**src/rtl/mem_port_arbiter.sv**
```systemverilog
// Shares one single-port memory between instruction fetch and the load/store path.
// One transaction in flight; data has priority, bounded by a streak counter.
module mem_port_arbiter #(
  parameter int ADDR_W       = 32,
  parameter int DATA_W       = 32,
  parameter int MAX_D_STREAK = 4,
  parameter int TIMEOUT      = 16
) (
  input  logic              clk,
  input  logic              rst,
  input  logic              if_req,
  input  logic [ADDR_W-1:0] if_addr,
  output logic              if_gnt,
  output logic              if_rvalid,
  output logic [DATA_W-1:0] if_rdata,
  output logic              if_err,
  input  logic              d_req,
  input  logic              d_wen,
  input  logic [ADDR_W-1:0] d_addr,
  input  logic [DATA_W-1:0] d_wdata,
  output logic              d_gnt,
  output logic              d_rvalid,
  output logic [DATA_W-1:0] d_rdata,
  output logic              d_err,
  output logic              mem_req,
  output logic              mem_wen,
  output logic [ADDR_W-1:0] mem_addr,
  output logic [DATA_W-1:0] mem_wdata,
  input  logic              mem_ack,
  input  logic [DATA_W-1:0] mem_rdata
);

  // state | meaning
  // IDLE  | arbitrate; grants only here
  // WAIT  | mem_req held, counting wait states
  // RESP  | one-cycle rvalid to the winner
  typedef enum logic [1:0] {IDLE, WAIT, RESP} state_t;

  localparam int SW = $clog2(MAX_D_STREAK + 1);
  localparam int CW = $clog2(TIMEOUT);

  state_t            state, state_nxt;
  logic [SW-1:0]     streak;
  logic [CW-1:0]     wait_cnt;
  logic              owner_d;
  logic              data_win, fetch_win, timeout;
  logic [DATA_W-1:0] resp_data;
  logic              resp_err;

  always_comb begin
    state_nxt = state;
    data_win  = 1'b0;
    fetch_win = 1'b0;
    timeout   = 1'b0;
    case (state)
      IDLE: begin
        data_win  = d_req && !(if_req && (streak == SW'(MAX_D_STREAK)));
        fetch_win = if_req && !data_win;
        if (data_win || fetch_win) state_nxt = WAIT;
      end
      WAIT: begin
        timeout = (wait_cnt == CW'(TIMEOUT - 1));
        if (mem_ack || timeout) state_nxt = RESP;
      end
      RESP:    state_nxt = IDLE;
      default: state_nxt = IDLE;
    endcase
  end

  assign if_gnt = fetch_win;
  assign d_gnt  = data_win;

  // Ack wins over a simultaneous timeout; stores never return memory data.
  assign resp_data = (mem_ack && !mem_wen) ? mem_rdata : '0;
  assign resp_err  = !mem_ack;

  always_ff @(posedge clk) begin
    if (rst) state <= IDLE;
    else     state <= state_nxt;
  end

  always_ff @(posedge clk) begin
    if (rst) begin
      streak    <= '0;
      wait_cnt  <= '0;
      owner_d   <= 1'b0;
      mem_req   <= 1'b0;
      mem_wen   <= 1'b0;
      mem_addr  <= '0;
      mem_wdata <= '0;
      if_rvalid <= 1'b0;
      if_rdata  <= '0;
      if_err    <= 1'b0;
      d_rvalid  <= 1'b0;
      d_rdata   <= '0;
      d_err     <= 1'b0;
    end else begin
      case (state)
        IDLE: begin
          if (data_win) begin
            owner_d   <= 1'b1;
            mem_req   <= 1'b1;
            mem_wen   <= d_wen;
            mem_addr  <= d_addr;
            mem_wdata <= d_wdata;
            wait_cnt  <= '0;
            if (!if_req)                            streak <= '0;
            else if (streak != SW'(MAX_D_STREAK))   streak <= streak + 1'b1;
          end else if (fetch_win) begin
            owner_d   <= 1'b0;
            mem_req   <= 1'b1;
            mem_wen   <= 1'b0;
            mem_addr  <= if_addr;
            mem_wdata <= '0;
            wait_cnt  <= '0;
            streak    <= '0;
          end
        end
        WAIT: begin
          if (mem_ack || timeout) begin
            mem_req <= 1'b0;
            if (owner_d) begin
              d_rvalid <= 1'b1;
              d_rdata  <= resp_data;
              d_err    <= resp_err;
            end else begin
              if_rvalid <= 1'b1;
              if_rdata  <= resp_data;
              if_err    <= resp_err;
            end
          end else begin
            wait_cnt <= wait_cnt + 1'b1;
          end
        end
        RESP: begin
          if_rvalid <= 1'b0;
          d_rvalid  <= 1'b0;
        end
        default: ;
      endcase
    end
  end

endmodule

```
**config.mk**
```make
export PLATFORM = sky130hd
export DESIGN_NAME = mem_port_arbiter
export DESIGN_NICKNAME = d
export VERILOG_FILES = /design/src/rtl/mem_port_arbiter.sv
export SDC_FILE = /design/constraint.sdc
export NUM_CORES = 1
export LEC_CHECK = 0
export CAP_MARGIN = 30
export CORE_ASPECT_RATIO = 0.9
export CORE_MARGIN = 4
export CORE_UTILIZATION = 42
export DETAILED_ROUTE_END_ITERATION = 8
export GPL_TIMING_DRIVEN = 0
export PLACE_DENSITY = 0.82
export SLEW_MARGIN = 40
export SYNTH_ARGS = -nofsm -noshare
export SYNTH_HDL_FRONTEND = slang
export SYNTH_SLANG_ARGS = --single-unit
```
**constraint.sdc**
```tcl
create_clock -name clk -period 2.8 [get_ports clk]
set_clock_uncertainty 0.05 [all_clocks]
set_input_delay 0.84 -clock clk [delete_from_list [all_inputs] [get_ports clk]]
set_output_delay 0.84 -clock clk [all_outputs]
set_load 0.01 [all_outputs]
```
==> flow_summary.json <==
{
  "drive_gt1_frac": 0.122,
  "critical_path.cell_chain": "buf_6 -> or3b_4 -> buf_12 -> a21oi_1 -> buf_2",
  "finalHoldViolations": 0,
  "status": "finished clean",
  "dp_hpwl_mm": 15.7,
  "clkPwrFrac": 0.422,
  "antenna_cells": 0,
  "drv_cap": 0,
  "sequentialPowerShare": 0.407,
  "grt-ovfl-total": 0,
  "h-tree-depth": 4,
  "synth_cell_type_count": 41,
  "track_usage": 0.254,
  "drtAntennaViolNets": 0,
  "rrSetupSlack_ps": 940,
  "root_buffer": "clkbuf_16",
  "dpl_cell_area_um2": 9130,
  "insertion_delay_ps": 410,
  "port_buffers": 267,
  "via_per_inst": 5.32,
  "vias": 6140,
  "max_slew_margin": 0.608,
  "synth_cells": 666,
  "pwr_density_cell_nw_per_um2": 559,
  "grt_pass1_wl_mm": 33.2,
  "rows": 41,
  "die_width_um": 136,
  "cts.clk_slew.worst_paths_ps": 60,
  "fmax_mhz": 367,
  "drt-pass1-iter-count": 4,
  "yosysMostFrequentCell": "nand2_1",
  "netlist_area_um2": 6210,
  "max-clock-path-buffers": 2,
  "switching_share": 0.251,
  "final_area_um2": 9740,
  "setup_tns_ps": 0,
  "num-nets-final": 1087,
  "worst_path_largest_cell_delay_ps": 420,
  "grt_start_max_net_pins": 20,
  "ys_top_cells_by_area": "dfxtp_1, mux2i_1, nand2_1",
  "rsz0062_at_grt": "false",
  "hp-class": "reg -> reg",
  "period_share": 0.973,
  "leakage_nw": 3.62,
  "finalSetupViolCount": 0,
  "antenna_found_initial": 0,
  "slew_viol_final": 0,
  "worstSetupPathType": "in -> out",
  "cp-start-kind": "input pin",
  "synth-edff-count": 0,
  "clock_sinks": 144,
  "power.switching_mw": 1.37,
  "area_growth_pct": 56.8,
  "ys_ff_latch": 144,
  "io-pin-count": 270,
  "die-area_um2": 16800,
  "fin_util": 0.683,
  "initial_core_util": 0.436,
  "critical_path_arrival_ps": 1840,
  "vdd_drop_max_mv": 0.433,
  "yosys_warnings": 0,
  "cts_buffers": 17,
  "yosysTopAreaCell": "dfxtp_1",
  "fin_ws_ps": 74.5,
  "async_reset_ff_frac": 0,
  "ys_seq_area_frac": 0.464,
  "drt_iter0_drc": 432,
  "yosysTopAreaCellShare": 0.464,
  "cp.required_ps": 1910,
  "syn-num-nets": 803,
  "min_period_ps": 2730,
  "grt_pass1_vias": 6159,
  "die_h_um": 123,
  "critPathMaxFanout": 19,
  "core_area_um2": 14300,
  "intPower_mw": 4.08,
  "gp_congestion": 0.827,
  "dp_slack_ps": -833,
  "synth_ff_type": "dfxtp_1",
  "drc": 0,
  "detail_route.wirelength_mm": 21.6,
  "cp_slowest_cell": "or3b_4",
  "syn_area_per_cell_um2": 9.33,
  "worstMarginPinSlew_ps": 588,
  "cts_tree": "yes",
  "pwr-share-comb": 0.171,
  "synth.top_cells.by_count": "nand2_1, dfxtp_1, mux2i_1, a21oi_1, nand3_1",
  "hold_buffers": 0,
  "setup.worst_path.end_class": "primary output",
  "wl_per_cell_um": 18.7
}
what timing repair did:
item                                    CTS  global route
buffers inserted                          1             0
endpoints found under the setup margin    2             1
gates cloned                              0             0
gates resized for setup                  16             3
pin swaps                                 0             0
layout by cell type, fill, tap and decap left out, types with 3 or more instances in the layout:
cell / netlist / routed
a21oi_1: 39 / 39
a311oi_1: 33 / 33
a31oi_1: 5 / 5
buf_2: 17 / 17
buf_4: 7 / 7
buf_6: 17 / 16
bufinv_16: 0 / 3
clkbuf_1: 20 / 19
clkbuf_16: 0 / 17
clkdlybuf4s50_1: 0 / 264
clkinv_2: 0 / 5
dfxtp_1: 144 / 144
ha_1: 3 / 3
inv_1: 9 / 9
mux2i_1: 64 / 64
nand2_1: 163 / 162
nand3_1: 39 / 38
nand4_1: 3 / 3
nor2_1: 3 / 3
nor3_1: 34 / 34
o211ai_1: 5 / 5
o211ai_2: 30 / 30
o21ai_0: 5 / 5
through the flow:
| step | total power [mW] | hold WS [ps] | std cells |
|---|---|---|---|
| floorplan | 2.67 | 413 | 666 |
| detailed placement | 3.18 | 399 | 1126 |
| global placement | 3.17 | 391 | 1126 |
| finish | 5.45 | 409 | 1154 |
| CTS | 5.47 | 410 | 1155 |
| global route | 5.66 | 428 | 1154 |
final cells by class:
class	count	area, um^2
fillers	1155	4520
clock buffers	19	453
plain buffers	60	404
clock inverters	11	140
flip-flops and latches	144	2880
repair buffers	268	2680
inverters	9	33.8
multi-input cells	450	2910
well taps	193	241
worst paths after layout:
| path | to | from | cells after the start |
|---|---|---|---|
| worst max-delay path | if_gnt | if_req | 5 |
| worst min-delay path | if_rdata[25] | if_rdata[25] | 2 |
| worst max register to register | d_rdata[10] | wait_cnt[0] | 5 |
| worst min register to register | if_rdata[25] | if_rdata[25] | 2 |
sequential cells by signal (all words and copies together), names as in the netlist:
name and count:
if_err 1, state 2, owner_d 1, if_rvalid 1, if_rdata 32, d_err 1
mem_wdata 32, mem_wen 1, d_rvalid 1, d_rdata 32, wait_cnt 4, streak 3
mem_req 1, mem_addr 32
routing by layer:
metal,global-route usage,routed length (um),vias to the layer above
li1,-,-,2930
met1,0.290,8320,2910
met2,0.421,10200,278
met3,0.129,2750,22
met4,0.0737,301,0
met5,0,0,-
worst max-delay path: cells and delay by family:
| family | cells | cell delay, ps |
|---|---|---|
| buffers and inverters | 3 | 440 |
| AND/OR/NAND/NOR | 1 | 420 |
| AO/OA/AOI/OAI | 1 | 120 |
power by group through the flow:
stage	Clock, mW	Combinational, mW	Sequential (mW)
after global routing	2.44	0.993	2.23
after detailed placement	0	0.920	2.26
after floorplan	0	0.379	2.30
after CTS	2.33	0.932	2.21
after global placement	0	0.911	2.25
final	2.30	0.932	2.22
logic make-up after synthesis:
family	share of synthesized area
AOI/OAI and AO/OA	0.165
adders and majority gates	0.00604
buffers and inverters	0.0717
DFF	0.464
muxes	0.103
and+or+nand+nor	0.190
Power figures use the tool's default switching activity.
==> RTL change 1, RTL diff (same flow settings) <==
Encoding of `state_t`: now one-hot (3 bits for 3 states).
--- a/src/rtl/mem_port_arbiter.sv
+++ b/src/rtl/mem_port_arbiter.sv
@@ -35,5 +35,5 @@
   // WAIT  | mem_req held, counting wait states
   // RESP  | one-cycle rvalid to the winner
-  typedef enum logic [1:0] {IDLE, WAIT, RESP} state_t;
+  typedef enum logic [2:0] {IDLE = 3'b001, WAIT = 3'b010, RESP = 3'b100} state_t;
 
   localparam int SW = $clog2(MAX_D_STREAK + 1);
Function: no difference found for any inputs over 4 cycles, from zero or initial values and one cycle with rst high; so few cycles prove little.
==> RTL change 1 against the unedited design <==
Routed wire length is 5.4% lower; setup slack improved by 26 ps; synthesized cell count rose by 0.75%; sequential cell count increased by 1; area after synthesis down 0.91%; worst hold slack worse by 9.8 ps; clock power down 9.1%; total power down 0.55%; non-clock buffer count increased by 9; design area decreased by 0.41%; utilization barely moved; critical path type is now reg2out.
==> RTL change 1: results (changes against the unedited design) <==
| Metric | Value |
|---|---|
| Post-Synthesis Cells | 671 (+0.75%) |
| Area fraction in compound gates after synthesis | 0.176 (+0.0102) |
| Clock-pin slew on the worst setup and hold paths | 60 ps (about the same) |
| Post-Synth Adder-Cell Area | 0.00610 (+0.0000552) |
| Fraction of registers with async set/reset | 0 (unchanged) |
| Placed wire-length estimate | 15000 um (-4.9%) |
| Synthesized net count | 808 (+0.62%) |
| Arrival @ worst endpoint | 1810 ps (-30 ps) |
| Gr usage total | 0.237 (-0.0177) |
| First-pass GRT wire length | 31000 um (-6.4%) |
| Total wirelength of the detailed-routed design | 20400 um (-5.4%) |
| Maximum number of pins on one net before global-route repair | 17 (-15%) |
| Shortest period the worst path allows | 2700 ps (-26.1 ps) |
| Static Leakage | 3.87 nW (+6.9%) |
| Inst Count DP | 1133 (+0.62%) |
| Result of the run | completed |
| Portion of netlist area occupied by mux cells | 0.104 (+0.000943) |
| Final routed wire length divided by cell count | 17.6 um (-6.2%) |
| Combinational share of power | 0.199 (+0.028) |
| Switching fraction of total power | 0.270 (+0.0189) |
| Final hold slack | 399 ps (-9.76 ps) |
| Port Buffers | 269 (+0.75%) |
| Last weighted congestion value of the routability-driven placer | 0.847 (+2.5%) |
| Vias in the first global route | 6081 (-1.3%) |
| Clock Power Share | 0.387 (-0.035) |
| Critical-path maximum fanout | 10 (-9) |
| Maximum vdd drop | 0.000395 V (-8.9%) |
| Initial drt markers | 394 (-8.8%) |
| Top cells by area in the synthesized netlist | sky130_fd_sc_hd__dfxtp_1, sky130_fd_sc_hd__mux2i_1, sky130_fd_sc_hd__nand2b_1 |
| Most frequent cells after synthesis | sky130_fd_sc_hd__dfxtp_1, sky130_fd_sc_hd__mux2i_1, sky130_fd_sc_hd__nand2_1, sky130_fd_sc_hd__nand2b_1, sky130_fd_sc_hd__clkbuf_1 |
| Dpl cell area | 0.00909 mm2 (-0.40%) |
| Critical path's slowest cell | sky130_fd_sc_hd__dfxtp_1 |
| Slew Limit Headroom | 0.596 (-0.0124) |
| Cell-internal power | 3.95 mW (-3.1%) |
| Worst path top cell family by delay | simple AND/OR/NAND/NOR gates |
| Via count | 6240 (+1.6%) |
| XOR/XNOR Fraction of Synth Area | 0 (unchanged) |
| Max stage delay on crit path | 520 ps (+100 ps) |
| Layout cells sized above 1 | 0.0628 (-0.0589) |
| Worst reg-to-reg setup slack | 700 ps (-240 ps) |
| Sequential fraction of the synthesis area | 0.471 (+0.00749) |
| Post-place setup slack | -1030 ps (-201 ps) |
[RTL change 1: cell types whose count changed in the layout (fill, tap and decap cells not counted), sizes merged, moves of 34 or more]
cell,before,now
o21ai,5,40
nand3,40,4
nor3,35,1
o211ai,35,0
nand2,163,64
nand2b,1,64
[RTL change 1: path summary, 6_finish.rpt]
check	from	to
worst max-delay path	state[0]	d_gnt
worst min-delay path	if_rvalid	if_rvalid
worst max register to register	state[0]	mem_addr[17]
worst min register to register	if_rvalid	if_rvalid
[RTL change 1: worst reg2reg max path: cells and delay by family (launching register included)]
kind / cells / cell delay [ps]
buf+inv: 2 / 650
flops: 1 / 520
simple gates: 1 / 310
compound gates: 2 / 480
[RTL change 1: area by class of cell]
| cell class | instances | area, um2 |
|---|---|---|
| fill | 1144 | 4510 |
| sequential | 145 | 2900 |
| multi-input combinational | 419 | 2850 |
| timing repair buffer | 270 | 2690 |
| clock buffer | 18 | 429 |
| buffer | 67 | 333 |
| tap | 193 | 241 |
| inverter | 38 | 143 |
| clock inverter | 14 | 116 |
[RTL change 1: logic make-up after synthesis]
family,after synthesis
fa+ha+maj,3
flops,145
buf+inv,107
mux,64
compound gates,160
simple gates,192
[RTL change 1: repair_timing]
item | CTS | global route
gates resized for setup | 32 | 4
setup buffers | 1 | 0
hold endpoints to repair | 0 | 0
hold buffers | 0 | 0
endpoints found under the setup margin | 2 | 11
[RTL change 1: routing by layer]
layer | vias to the layer above | wire [um] | global-route usage
met2 | 251 | 9610 | 0.378
li1 | 2986 | - | -
met1 | 2950 | 8410 | 0.291
met5 | - | 0 | 0
met4 | 0 | 656 | 0.0970
met3 | 53 | 1770 | 0.0861
==> RTL change 2, RTL diff (same flow settings) <==
Without the edit above. Set the parameter `MAX_D_STREAK` to 8 (it was 4).
--- a/src/rtl/mem_port_arbiter.sv
+++ b/src/rtl/mem_port_arbiter.sv
@@ -4,5 +4,5 @@
   parameter int ADDR_W       = 32,
   parameter int DATA_W       = 32,
-  parameter int MAX_D_STREAK = 4,
+  parameter int MAX_D_STREAK = 8,
   parameter int TIMEOUT      = 16
 ) (
Check against the original RTL: same outputs for any inputs over 4 cycles, from zero or initial values and one cycle with rst high; that may be too few to reach the edited logic, so the function may still have changed.
==> RTL change 2 against the unedited design <==
Die area shrank 12%; register-to-register slack worse by 150 ps; clock power is 7% lower; final cell count is 10% lower; area after synthesis fell by 12%; sequential cell count is 1 higher; design area down 8.3%; global-route usage up 0.38 points; fmax is essentially flat; routed wire length fell by 8.3%; via count down 4.9%; total power decreased by 3.1%; setup slack improved by 0.57 ps.
==> RTL change 2: results (changes against the unedited design) <==
| Metric | Value |
|---|---|
| Slew Limit Headroom | 0.555 (-0.0533) |
| Class of the tightest hold or removal check | reg2reg |
| Port Buffers | 269 (+0.75%) |
| Static Leakage | 3.29 nW (-9.1%) |
| Last weighted congestion value of the routability-driven placer | 0.917 (+11%) |
| Clock latency on the worst-skew pair | 420 ps |
| Post-synth EDFFs | 0 (unchanged) |
| Layout cells sized above 1 | 0.0834 (-0.0383) |
| Maximum vdd drop | 0.000627 V (+45%) |
| Total of warnings raised by yosys | 0 (unchanged) |
| Arrival @ worst endpoint | 1830 ps |
| Post-Synthesis Cells | 572 (-14%) |
| Dpl cell area | 0.00834 mm2 (-8.7%) |
| H-tree depth | 4 (unchanged) |
| Number of distinct standard cells referenced by the synthesized netlist | 43 (+4.9%) |
| Vias per Instance | 5.62 (+5.6%) |
| Initial drt markers | 397 (-8.1%) |
| Fraction of registers with async set/reset | 0 (unchanged) |
| Gr usage total | 0.258 (+0.00384) |
| Top cells by area in the synthesized netlist | sky130_fd_sc_hd__dfxtp_1, sky130_fd_sc_hd__a22o_1, sky130_fd_sc_hd__a311oi_1 |
| Post-place setup slack | -1100 ps (-270 ps) |
| Critical-path maximum fanout | 16 (-3) |
| Final routed wire length divided by cell count | 19.1 um (+1.9%) |
| Result of the run | completed |
| CTS Buf Count | 17 (unchanged) |
| Placed wire-length estimate | 14600 um (-7.3%) |
| Maximum clock path buffer count | 2 (unchanged) |
| Antenna diode instance count | 0 (unchanged) |
| Max stage delay on crit path | 370 ps (-50 ps) |
| Most frequent cells after synthesis | sky130_fd_sc_hd__dfxtp_1, sky130_fd_sc_hd__nand2_1, sky130_fd_sc_hd__a22o_1 |
| Number of antenna violations at the first check in global routing | 0 (unchanged) |
| Count of TritonRoute iterations in the first routing pass | 5 (+1) |
| Total wirelength of the detailed-routed design | 19800 um (-8.3%) |
| Clock-pin slew on the worst setup and hold paths | 70 ps |
| CTS Root Cell | sky130_fd_sc_hd__clkbuf_16 |
| First-pass GRT wire length | 30500 um (-8.1%) |
| Cell-internal power | 3.85 mW (-5.7%) |
| Most instantiated flip-flop cell in the synthesis netlist | sky130_fd_sc_hd__dfxtp_1 |
| Sequential fraction of the synthesis area | 0.534 (+0.0697) |
| Critical path's slowest cell | sky130_fd_sc_hd__or3b_1 |
| Net total in the final layout | 999 (-8.1%) |
| Maximum number of pins on one net before global-route repair | 17 (-15%) |
| Vias in the first global route | 5930 (-3.7%) |
| Synthesized net count | 709 (-12%) |
[RTL change 2: changes by cell type after synthesis, moves of 5 or more]
cell                       delta
sky130_fd_sc_hd__nand2_1     -95
sky130_fd_sc_hd__a22o_1      +64
sky130_fd_sc_hd__mux2i_1     -64
sky130_fd_sc_hd__o21ai_0     +32
sky130_fd_sc_hd__o211ai_2    -30
sky130_fd_sc_hd__buf_6       -17
sky130_fd_sc_hd__clkbuf_1    +12
sky130_fd_sc_hd__buf_4        -6
sky130_fd_sc_hd__inv_1        -5
sky130_fd_sc_hd__o211ai_1     -5
[RTL change 2: kinds of logic after synthesis]
kind of cell,Yosys count,share of synthesized area
compound gates,192,0.251
simple gates,172,0.162
flops,145,0.534
buf+inv,60,0.0469
fa+ha+maj,3,0.00690
[RTL change 2: path summary, 6_finish.rpt]
kind,cells past startpoint,end,slack (ps),start
worst max-delay path,5,if_gnt,80,if_req
worst min-delay path,1,if_rdata[15],430,if_rdata[15]
worst max register to register,5,d_rdata[2],790,wait_cnt[0]
worst min register to register,1,if_rdata[15],430,if_rdata[15]
[RTL change 2: critical path: cells and delay by family]
family | cells | cell delay [ps]
AOI/OAI and AO/OA | 1 | 130
buffers and inverters | 3 | 480
and+or+nand+nor | 1 | 370
[RTL change 2: timing repair]
item / 4_1_cts / 5_1_grt
gates resized for setup: 18 / 4
setup buffers: 4 / 0
pin swaps: 1 / 1
endpoints found under the setup margin: 2 / 1
[RTL change 2: area by class of cell]
cell class	instances	area [um2]
fillers	975	3750
flip-flops and latches	145	2900
repair buffers	273	2710
multi-input cells	367	2290
clock buffers	18	439
plain buffers	54	248
well taps	164	205
clock inverters	14	120
inverters	4	15.0
[RTL change 2: power groups by stage]
stage | clock, mW | combinational [mW] | sequential, mW
global route | 2.27 | 0.958 | 2.26
floorplan | 0 | 0.300 | 2.33
detailed placement | 0 | 0.880 | 2.29
CTS | 2.16 | 0.892 | 2.24
global placement | 0 | 0.863 | 2.28
finish | 2.14 | 0.891 | 2.24
[RTL change 2: layer usage]
layer / GRT usage / vias up / share of wire
met3: 0.105 / 41 / 0.099
met4: 0.0955 / 0 / 0.026
met5: 0 / - / 0
met1: 0.301 / 2812 / 0.39
li1: - / 2719 / -
met2: 0.431 / 267 / 0.48
